File: src/rtl/rom_loader_pkg.sv
// Shared types and constants for the boot ROM loader.
// State encoding, ROM geometry and state-class helpers.
package rom_loader_pkg;

    localparam int ROM_DEPTH = 4096;
    localparam int ROM_AW    = 12;
    localparam int CNT_W     = 16;

    typedef enum logic [2:0] {
        IDLE   = 3'd0,
        CNT_LO = 3'd1,
        CNT_HI = 3'd2,
        DATA   = 3'd3,
        WRITE  = 3'd4,
        CSUM   = 3'd5,
        DONE   = 3'd6,
        ERR    = 3'd7
    } state_t;

    function automatic logic takes_byte(input state_t s);
        return (s == CNT_LO) || (s == CNT_HI) ||
               (s == DATA)   || (s == CSUM);
    endfunction

    function automatic logic is_quiet(input state_t s);
        return (s == IDLE) || (s == DONE) || (s == ERR);
    endfunction

endpackage

File: src/rtl/rom_loader_byte_packer.sv
// Packs accepted bytes little-endian into 32-bit words
// and keeps the running XOR checksum of all data bytes.
module byte_packer (
    input  logic        clk,
    input  logic        rst_n,
    input  logic        clear,
    input  logic        byte_en,
    input  logic [7:0]  byte_in,
    output logic        word_valid,
    output logic [31:0] word,
    output logic [7:0]  csum
);

    logic [1:0]  k_q;
    logic [31:0] word_q;
    logic [7:0]  csum_q;

    // word already includes the byte being accepted this cycle
    always_comb begin
        word = word_q;
        word[8*k_q +: 8] = byte_in;
    end

    assign word_valid = byte_en && (k_q == 2'd3);
    assign csum       = csum_q;

    always_ff @(posedge clk or negedge rst_n) begin
        if (!rst_n) begin
            k_q    <= 2'd0;
            word_q <= 32'd0;
            csum_q <= 8'd0;
        end else if (clear) begin
            k_q    <= 2'd0;
            word_q <= 32'd0;
            csum_q <= 8'd0;
        end else if (byte_en) begin
            k_q    <= k_q + 2'd1;
            word_q <= word;
            csum_q <= csum_q ^ byte_in;
        end
    end

endmodule

File: src/rtl/rom_loader.sv
// Boot-channel ROM loader: byte stream in, ROM write port out,
// CPU held in reset while a session is in flight.
module rom_loader
    import rom_loader_pkg::*;
#(
    parameter int          MEM_NUM   = ROM_DEPTH,
    parameter logic [31:0] BASE_ADDR = 32'h0000_0000
) (
    input  logic        clk,
    input  logic        rst_n,
    input  logic        start_i,
    input  logic        rx_valid_i,
    input  logic [7:0]  rx_data_i,
    output logic        rx_ready_o,
    output logic        w_en_o,
    output logic [31:0] w_addr_o,
    output logic [31:0] w_data_o,
    output logic        hold_o,
    output logic        done_o,
    output logic        err_o
);

    state_t             state_q, state_d;
    logic [CNT_W-1:0]   cnt_q, cnt_d;
    logic [CNT_W-1:0]   idx_q, idx_d;
    logic [CNT_W-1:0]   n_full;
    logic               accept;
    logic               clear;
    logic               byte_en;
    logic               word_valid;
    logic [31:0]        word;
    logic [7:0]         csum;
    logic               w_en_q;
    logic [31:0]        w_addr_q;
    logic [31:0]        w_data_q;

    assign rx_ready_o = takes_byte(state_q);
    assign accept     = rx_valid_i && rx_ready_o;
    assign clear      = start_i && is_quiet(state_q);
    assign byte_en    = accept && (state_q == DATA);
    assign n_full     = {rx_data_i, cnt_q[7:0]};

    assign hold_o   = !((state_q == IDLE) || (state_q == DONE));
    assign done_o   = (state_q == DONE);
    assign err_o    = (state_q == ERR);
    assign w_en_o   = w_en_q;
    assign w_addr_o = w_addr_q;
    assign w_data_o = w_data_q;

    byte_packer u_packer (
        .clk        (clk),
        .rst_n      (rst_n),
        .clear      (clear),
        .byte_en    (byte_en),
        .byte_in    (rx_data_i),
        .word_valid (word_valid),
        .word       (word),
        .csum       (csum)
    );

    always_comb begin
        state_d = state_q;
        cnt_d   = cnt_q;
        idx_d   = idx_q;
        unique case (state_q)
            IDLE, DONE, ERR: begin
                if (start_i) begin
                    state_d = CNT_LO;
                    cnt_d   = '0;
                    idx_d   = '0;
                end
            end
            CNT_LO: begin
                if (accept) begin
                    cnt_d   = {8'd0, rx_data_i};
                    state_d = CNT_HI;
                end
            end
            CNT_HI: begin
                if (accept) begin
                    cnt_d = n_full;
                    // 17-bit compare so MEM_NUM = 65536 would still work
                    if ((n_full == '0) ||
                        ({1'b0, n_full} > 17'(MEM_NUM)))
                        state_d = ERR;
                    else
                        state_d = DATA;
                end
            end
            DATA: begin
                if (word_valid)
                    state_d = WRITE;
            end
            WRITE: begin
                idx_d = idx_q + 16'd1;
                if (idx_q == cnt_q - 16'd1)
                    state_d = CSUM;
                else
                    state_d = DATA;
            end
            CSUM: begin
                if (accept)
                    state_d = (rx_data_i == csum) ? DONE : ERR;
            end
            default: state_d = IDLE;
        endcase
    end

    always_ff @(posedge clk or negedge rst_n) begin
        if (!rst_n) begin
            state_q <= IDLE;
            cnt_q   <= '0;
            idx_q   <= '0;
        end else begin
            state_q <= state_d;
            cnt_q   <= cnt_d;
            idx_q   <= idx_d;
        end
    end

    // Write port is loaded on the 4th byte so it is flat across WRITE
    always_ff @(posedge clk or negedge rst_n) begin
        if (!rst_n) begin
            w_en_q   <= 1'b0;
            w_addr_q <= 32'd0;
            w_data_q <= 32'd0;
        end else begin
            w_en_q <= (state_d == WRITE);
            if (state_q == DATA && word_valid) begin
                w_addr_q <= BASE_ADDR + {14'd0, idx_q, 2'b00};
                w_data_q <= word;
            end
        end
    end

endmodule

File: config.mk
export PLATFORM = sky130hd
export DESIGN_NAME = rom_loader
export DESIGN_NICKNAME = d
export VERILOG_FILES = /design/src/rtl/rom_loader_pkg.sv /design/src/rtl/rom_loader_byte_packer.sv /design/src/rtl/rom_loader.sv
export SDC_FILE = /design/constraint.sdc
export NUM_CORES = 1
export LEC_CHECK = 0
export CORE_AREA = 3 3 111 113
export CTS_BUF_LIST = sky130_fd_sc_hd__clkbuf_4 sky130_fd_sc_hd__clkbuf_8
export DETAILED_ROUTE_END_ITERATION = 8
export DIE_AREA = 0 0 114 116
export PLACE_DENSITY = 0.77
export SYNTH_ARGS = -nofsm -noshare
export SYNTH_HDL_FRONTEND = slang
export SYNTH_SLANG_ARGS = --single-unit
File: constraint.sdc
create_clock -name clk -period 6.47 [get_ports clk]
set_clock_uncertainty 0.1 [all_clocks]
set_input_delay 1.294 -clock clk [delete_from_list [all_inputs] [get_ports clk]]
set_output_delay 1.294 -clock clk [all_outputs]
set_load 0.01 [all_outputs]
==> impl_metrics.csv <==
group,metric,value,unit
finish,register_area,2950,µm²
sta,finalSetupTns,0,ns
finish,final_area,7280,µm²
yosys,synth-simple-area-share,0.208,
critical_path,path_class,"in -> reg",
sta,drv_slew,0,
yosys,synth_compound_area_frac,0.149,
sta,finalCriticalPeriod,3.38,ns
finish,fin_cells,874,
clock_network,cts_root_buf,"clkbuf_8",
power_and_ir_drop,leakagePower,3.20,nW
detailed_routing,vias,4986,
power_and_ir_drop,power_density,369,nW/µm²
yosys,async_flop_share,1.00,
critical_path,startpoint_type,"input port",
detailed_routing,drt_pass1_iterations,5,
clock_network,cts.repair.resized,0,
critical_path,worst-r2r-cell-count,8,
floorplan,die_h,116,µm
floorplan,dieArea,13200,µm²
critical_path,critical_path_arrival,3.57,ns
finish,nFillCells,966,
finish,diodes,0,
worst_hold_path,worstHoldPathCells,2,
global_routing,grt_pass1_vias,4812,
clock_network,cts_buffers,17,
placement,place_hpwl,10200,µm
critical_path,crit_path_end_kind,"flip-flop",
clock_network,clock-sinks,118,
yosys,synth_mux_area_frac,0.0297,
worst_hold_path,worst_hold_path_type,"reg -> reg",
sta,setup_ws,3.09,ns
clock_network,post_cts_buffers,0,
floorplan,initial_core_util,0.549,
clock_network,insertion_delay,0.43,ns
yosys,synthXorXnorAreaFrac,0.0657,
clock_network,cts_hold_buffers,0,
sta,whs,0.381,ns
placement,placedCellCount,843,
detailed_routing,routed_wl,14600,µm
run,cap_violations,0,
clock_network,cts_tree,"built",
yosys,synth_adder_area_share,0.0160,
floorplan,io-pin-count,81,
sta,hold_viol,0,
critical_path,rrSetupSlack,3.81,ns
floorplan,die_x,114,µm
sta,max_freq,296,MHz
floorplan,core,11400,µm²
sta,setup_viol,0,
yosys,synthCells,682,
yosys,ys_ff_latch,118,
clock_network,ctsLongestPathBuffers,2,
finish,syn_to_final_growth,16.1,%
detailed_routing,drc_errors,0,
yosys,synth_flop_cell,"dfrtp_1",
power_and_ir_drop,total_power,2.68,mW
global_routing,grt_pass1_wl,23800,µm
yosys,synth_cell_type_count,65,
sta,tightest_slew,1.29,ns
global_routing,track_usage,0.228,
detailed_routing,via_per_inst,5.70,
detailed_routing,ant_nets,0,
global_routing,overflow,0,
global_routing,grt_max_degree,66,
run_status,status,"finished clean",
placement,gp_congestion,0.904,
detailed_routing,drtIter0Drc,380,
global_routing,antenna_found_initial,0,
yosys,synth-edff-count,0,
sta,max_slew_margin,0.138,
critical_path,path_max_fanout,58,
sta,rsz0062_at_grt,"false",
sta,fin_crit_sh,0.523,
finish,nets,739,
yosys,avgSynthCellArea,9.19,µm²
yosys,ys_warn_count,0,
power_and_ir_drop,peakVddDrop,0.233,mV
critical_path,required,6.66,ns
placement,dp_worst_setup_slack,2.66,ns
floorplan,rows,39,
finish,final_util,0.637,
yosys,syn_area,6270,µm²
finish,multi_input_area,3000,µm²
clock_network,cts.clk_slew.worst_paths,0.07,ns
placement,placed_cell_area,6850,µm²
yosys,synth_top_family_by_area,"simple AND/OR/NAND/NOR gates",
clock_network,ctsHtreeMaxLevel,4,
placement,io_buffer_count,64,
finish,post_route_cells_drive_above_1_share,0.0876,
yosys,ys_seq_area_frac,0.471,
detailed_routing,post_drt_wl_per_cell,16.7,µm
-- cell type report --
type | instances | share of cell area
clock inverters | 6 | 0.0122
well taps | 143 | 0.0246
clock buffers | 25 | 0.0464
repair buffers | 69 | 0.0929
flip-flops and latches | 118 | 0.406
multi-input cells | 501 | 0.412
inverters | 12 | 0.00619
-- metal layers --
layer | global-route usage | share of wire | vias up | wire length, µm
met2 | 0.376 | 0.49 | 145 | 7190
met4 | 0.0934 | 0.024 | 0 | 345
li1 | - | - | 2399 | -
met5 | 0 | 0 | - | 0
met3 | 0.0480 | 0.045 | 24 | 656
met1 | 0.295 | 0.44 | 2418 | 6370
-- synth_stat cells, types with 7 or more instances --
library cell | n | area [µm²]
buf_4 | 16 | 120
inv_1 | 12 | 45.0
xor2_1 | 28 | 245
mux2_2 | 13 | 146
nand4_1 | 14 | 87.6
a21oi_1 | 39 | 195
nor2_1 | 59 | 221
dfrtp_1 | 118 | 2950
nand2_1 | 98 | 368
nor2b_1 | 29 | 181
nor4_1 | 7 | 43.8
o21ai_0 | 59 | 295
clkbuf_1 | 39 | 146
nor3_1 | 9 | 45.0
a22oi_1 | 25 | 188
xnor2_1 | 19 | 166
ha_1 | 8 | 100
-- report_power, final --
group	switching (mW)	total, mW	internal [mW]
Sequential	0.163	1.03	0.863
Clock	0.285	0.702	0.417
Combinational	0.554	0.955	0.401
Total	1.00	2.68	1.68
-- logic make-up (layout without fill, tap and decap cells) --
logic type               Yosys count  in the layout
flip-flops                       118            118
XOR/XNOR                          47             47
adder cells (fa/ha/maj)            8              8
AO/OA/AOI/OAI                    153            153
other                              1             16
buffers and inverters             78            112
multiplexers                      17             17
AND/OR/NAND/NOR                  260            260
-- path summary, 6_finish.rpt --
kind                                                 end                     from
worst max register to register      state_q[1]$_DFF_PN0_     cnt_q[0]$_DFFE_PN0P_
max in group asynchronous       w_data_o[12]$_DFFE_PN0P_                    rst_n
min in group asynchronous        w_addr_o[6]$_DFFE_PN0P_                    rst_n
worst min-delay path             w_data_o[1]$_DFFE_PN0P_  w_data_o[1]$_DFFE_PN0P_
worst max-delay path             w_data_o[0]$_DFFE_PN0P_               rx_valid_i
worst min register to register   w_data_o[1]$_DFFE_PN0P_  w_data_o[1]$_DFFE_PN0P_
-- registers in the layout, summed over array words and instances (netlist names) --
name             flops
u_packer.word_q     24
u_packer.csum        8
u_packer.k_q         2
w_en_o               1
cnt_q               16
idx_q               16
state_q              3
w_addr_o            16
w_data_o            32
-- layout by cell type (no fill, tap or decap), types with 7 or more instances in the layout --
master             n
ha_1               8
o21ai_0           59
a21oi_1           39
clkbuf_8          24
clkdlybuf4s50_1   63
nor2_1            59
nor3_1             9
conb_1            16
mux2_2            13
nor4_1             7
dfrtp_1          118
inv_1             12
nand2_1           97
nand4_1           14
nor2b_1           29
a22oi_1           25
xor2_1            28
xnor2_1           19
-- critical path, cell delays in order --
cell and delay (ns):
clkdlybuf4s50_1 0.67, nand2_1 0.15, nor2_1 0.14, buf_4 0.25, nand2_2 0.38, buf_4 0.43
nand2_1 0.13, o21ai_0 0.09
No activity file was read; power rests on OpenSTA's default activity.
